**src/rtl/lfsr_frame_gen.sv**
```systemverilog
// Galois LFSR frame generator: seed load, counted run, ready/valid LSB-first serial output.
// Optional build macro LFSR_DEBRUIJN_EN inserts the all-zeros state (de Bruijn sequence).
module lfsr_frame_gen #(
   parameter int              WIDTH      = 8,
   parameter logic [WIDTH-1:0] TAPS      = 8'h1C,
   parameter int              CNT_W      = 16,
   parameter logic [WIDTH-1:0] RESET_SEED = {{(WIDTH-1){1'b0}}, 1'b1}
) (
   input  logic             clk,
   input  logic             rst,
   input  logic             load,
   input  logic [WIDTH-1:0] seed,
   input  logic             start,
   input  logic [CNT_W-1:0] step_cnt,
   input  logic             out_ready,
   output logic             out_bit,
   output logic             out_valid,
   output logic             busy,
   output logic             done,
   output logic [WIDTH-1:0] lfsr_q
);

   localparam int BW = $clog2(WIDTH);

   typedef enum logic [1:0] {IDLE, RUN, SHIFT} state_t;

   state_t           state;
   logic [CNT_W-1:0] cnt;
   logic [BW-1:0]    bitcnt;
   logic [WIDTH-1:0] snap;
   logic [WIDTH-1:0] lfsr_nxt;

   function automatic logic [WIDTH-1:0] lfsr_step(input logic [WIDTH-1:0] v);
      logic             fb;
      logic [WIDTH-1:0] nxt;
`ifdef LFSR_DEBRUIJN_EN
      fb = v[WIDTH-1] ^ ~|v[WIDTH-2:0];
`else
      fb = v[WIDTH-1];
`endif
      nxt[0] = fb;
      for (int i = 1; i < WIDTH; i++)
         nxt[i] = v[i-1] ^ (TAPS[i] & fb);
      return nxt;
   endfunction

   // Plain Galois feedback locks up at zero, so a zero seed is replaced by 1.
   function automatic logic [WIDTH-1:0] seed_fix(input logic [WIDTH-1:0] s);
`ifdef LFSR_DEBRUIJN_EN
      return s;
`else
      return (s == '0) ? {{(WIDTH-1){1'b0}}, 1'b1} : s;
`endif
   endfunction

   assign lfsr_nxt = lfsr_step(lfsr_q);
   assign busy     = (state != IDLE);

   always_ff @(posedge clk or negedge rst) begin
      if (!rst) begin
         state     <= IDLE;
         lfsr_q    <= RESET_SEED;
         cnt       <= '0;
         bitcnt    <= '0;
         snap      <= '0;
         out_bit   <= 1'b0;
         out_valid <= 1'b0;
         done      <= 1'b0;
      end else begin
         done <= 1'b0;
         case (state)
            IDLE: begin
               if (load) begin
                  lfsr_q <= seed_fix(seed);
               end else if (start) begin
                  bitcnt <= '0;
                  if (step_cnt == '0) begin
                     state     <= SHIFT;
                     snap      <= lfsr_q;
                     out_bit   <= lfsr_q[0];
                     out_valid <= 1'b1;
                  end else begin
                     state <= RUN;
                     cnt   <= step_cnt;
                  end
               end
            end
            RUN: begin
               lfsr_q <= lfsr_nxt;
               cnt    <= cnt - 1'b1;
               // Snapshot the post-step value so the first bit is ready right after the last step.
               if (cnt == CNT_W'(1)) begin
                  state     <= SHIFT;
                  snap      <= lfsr_nxt;
                  out_bit   <= lfsr_nxt[0];
                  out_valid <= 1'b1;
               end
            end
            SHIFT: begin
               if (out_valid && out_ready) begin
                  if (bitcnt == BW'(WIDTH-1)) begin
                     state     <= IDLE;
                     out_valid <= 1'b0;
                     out_bit   <= 1'b0;
                     done      <= 1'b1;
                     bitcnt    <= '0;
                  end else begin
                     snap    <= snap >> 1;
                     out_bit <= snap[1];
                     bitcnt  <= bitcnt + 1'b1;
                  end
               end
            end
            default: state <= IDLE;
         endcase
      end
   end

endmodule

```
**config.mk**
```make
export PLATFORM = sky130hd
export DESIGN_NAME = lfsr_frame_gen
export DESIGN_NICKNAME = d
export VERILOG_FILES = /design/src/rtl/lfsr_frame_gen.sv
export SDC_FILE = /design/constraint.sdc
export NUM_CORES = 1
export LEC_CHECK = 0
export ABC_AREA = 1
export ABC_CLOCK_PERIOD_IN_PS = 2100
export CAP_MARGIN = 20
export CORE_ASPECT_RATIO = 1.25
export CORE_MARGIN = 3
export CORE_UTILIZATION = 25
export CTS_CLUSTER_SIZE = 12
export DETAILED_ROUTE_END_ITERATION = 8
export SKIP_LAST_GASP = 1
export SLEW_MARGIN = 20
export SYNTH_ARGS = -nofsm -noshare
export SYNTH_HDL_FRONTEND = slang
export SYNTH_SLANG_ARGS = --single-unit
```
**constraint.sdc**
```tcl
create_clock -name clk -period 2.1 [get_ports clk]
set_input_delay 0.21 -clock clk [delete_from_list [all_inputs] [get_ports clk]]
set_output_delay 0.21 -clock clk [all_outputs]
set_load 0.005 [all_outputs]
```
==> results.toml <==
[outcome]
status = "finished, final reports clean"

[drt]
via_per_inst = 4.68
dr_total_vias = 2628
routedWlPerCell_um = 13.1
dr.pass1.iters = 5
drt_drc_violations_left = 0
ant_nets = 0
wl_mm = 7.38
drt-initial-drc-count = 90

[floorplanning]
core-area_um2 = 10300
io_pins = 41
die_y_um = 122
start_util_pct = 26.1
std_cell_rows = 41
dieArea_um2 = 12000
die_w_um = 98.7

[synthesis]
synthFlopType = "dfrtp_1"
synth_edf_count = 0
syn_area_per_cell_um2 = 6.87
synth_top_area_share_pct = 35.4
ys_ff_latch = 39
synth_area_leader_cell = "dfrtp_1"
synth_nets = 428
syn_inst = 391
async_flop_share_pct = 100
ys_warn_count = 0
netlist_area_um2 = 2690
ys_seq_area_share_pct = 36.4
ys_top_cells_by_area = "dfrtp_1 (35%), nand2_1 (19%), nor2_1 (7.0%), nand3_1 (5.8%), inv_1 (4.3%)"
synth_cell_types = 33

[final_layout]
final_nets = 469
layout-drive-gt1-share_pct = 10.2
layout_common_cells = "nand2_1 (138), nor2_1 (50), clkdlybuf4s50_1 (39)"
syn2layout_area_growth_pct = 26.0
layout_commonest_cell = "nand2_1"
n_antenna_cell = 0

[sta]
fmax_mhz = 500
hold_viol_final = 0
worst_pin_slew_ns = 0.626
period_minus_slack_ns = 2.00
maxSlewViolCount = 0
slew_headroom_pct = 58.3
clock_skew_ns = 0.00676
hold_ws_ns = 0.488
finalSetupViolCount = 0
grt_setup_unrepaired = "no"
tns_ns = 0
fin_crit_sh_pct = 95.2

[critical_path]
path_cells = "inv_1 -> ha_1 -> inv_2 -> clkdlybuf4s50_1"
r2r-start = "state[0]"
arrival_ns = 1.79
r2r_slack_ns = 0.24
cp-end-kind = "output port"
worstReg2RegEnd = "out_bit"
critPathLaunchType = "flop"
timing.critical_path.slowest_cell_delay_ns = 0.54
critPathRequiredTime_ns = 1.89
critPathTopFamily = "buffers and inverters"
slowest_stage = "clkdlybuf4s50_1"
crit_fanout = 6
reg2regPathDepth = 10
criticalPathCategory = "flop to output port"
path_buf_inv = 3

[cts]
clk_pin_slew_ns = 0.06
h-tree-depth = 2
clock_latency_ns = 0.28
cts_tree = "done"
root_buffer = "clkbuf_16"
cts_buffers = 5
cts.path.max_buffers = 2
cts_resized = 0
cts_sinks = 39

[global_routing]
grt_use_met2_pct = 21.5
grt_pass1_vias = 2587
overflow = 0
busiest_layer = "met2"
grt_use_met3_pct = 2.29
grtUsageTotal_pct = 12.6
antenna_found_initial = 0
met1_usage_pct = 16.2
grt_pass1_wl_mm = 12.5
grt_max_degree = 26

[flow_run]
drv_cap = 0

[placement]
port_buffers = 40
routabilityCongestion = 0.912
hpwlAfterDp_mm = 5.49

[pwr]
vdd_ir_drop_max_mv = 0.337
p_per_area_nw_per_um2 = 524
leakagePower_uw = 0.00153

[hold_path]
hold_class = "primary input to async pin"
state kept, by name (all words and copies together), names as in the netlist:
register and cells:
cnt 16, snap 7, done 1, state 2, bitcnt 3, out_bit 1
lfsr_q 8, out_valid 1
cell usage after synthesis (2+ instances only):
cell,instances
buf_6,3
dfrtp_1,38
o21ai_0,18
buf_2,6
nand3b_1,3
a21oi_1,8
nand3_2,3
inv_1,31
a31oi_1,7
nand4_1,8
o21ai_1,2
ha_1,8
nor2_1,50
nand2_2,5
xor2_1,2
o21ai_2,7
nand2_1,138
nand3_1,31
clkbuf_1,2
o21a_1,2
or2_2,5
nor2_2,3
layer usage:
metal / vias up / part of all wire [%]
li1: 1336 / -
met1: 1202 / 44
met2: 72 / 50
met3: 18 / 4.3
met4: 0 / 2.2
met5: - / 0
power breakdown:
part           switching (µW)  internal, µW  leakage, µW
logic                    54.2          65.2      0.00102
registers                1.89           754     0.000429
clock network             308           591    0.0000868
through the flow:
stage	power, µW	cell area [µm²]	std cells	setup slack [ns]	utilization, %
after floorplan	804	2690	391	0.534	-
after global placement	888	3200	553	0.182	31.1
after detailed placement	890	3200	553	0.161	31.1
after CTS	1800	3390	562	0.0895	32.8
after global routing	1840	3390	562	0.0157	32.8
final	1770	3390	562	0.101	32.8
cells by family after synthesis:
| family | after synthesis | synth area share, % |
|---|---|---|
| fa+ha+maj | 8 | 3.72 |
| compound gates | 47 | 10.8 |
| buf+inv | 44 | 7.40 |
| flops | 39 | 36.4 |
| simple gates | 251 | 41.0 |
| xor+xnor | 2 | 0.652 |
how the worst max path moves through the flow:
stage | startpoint | endpoint | slack [ns] | depth (start not counted)
after floorplan | state[0] | out_bit | 0.53 | 10
after global placement | step_cnt[12] | cnt[7] | 0.18 | 9
after detailed placement | step_cnt[12] | cnt[10] | 0.16 | 9
after CTS | state[0] | busy | 0.09 | 4
after global routing | state[0] | busy | 0.02 | 4
final | state[0] | busy | 0.10 | 4
timing repair:
item,CTS,global route
hold buffers,1,0
setup buffers,0,0
endpoints found under the hold margin,23,0
area by class of cell:
class	count	area, µm²
fill	1099	6920
multi-input combinational	308	1510
sequential	39	977
timing repair buffer	46	443
tap	129	161
clock buffer	6	139
inverter	32	120
clock inverter	2	35.0
No activity file was read; power rests on OpenSTA's default activity.
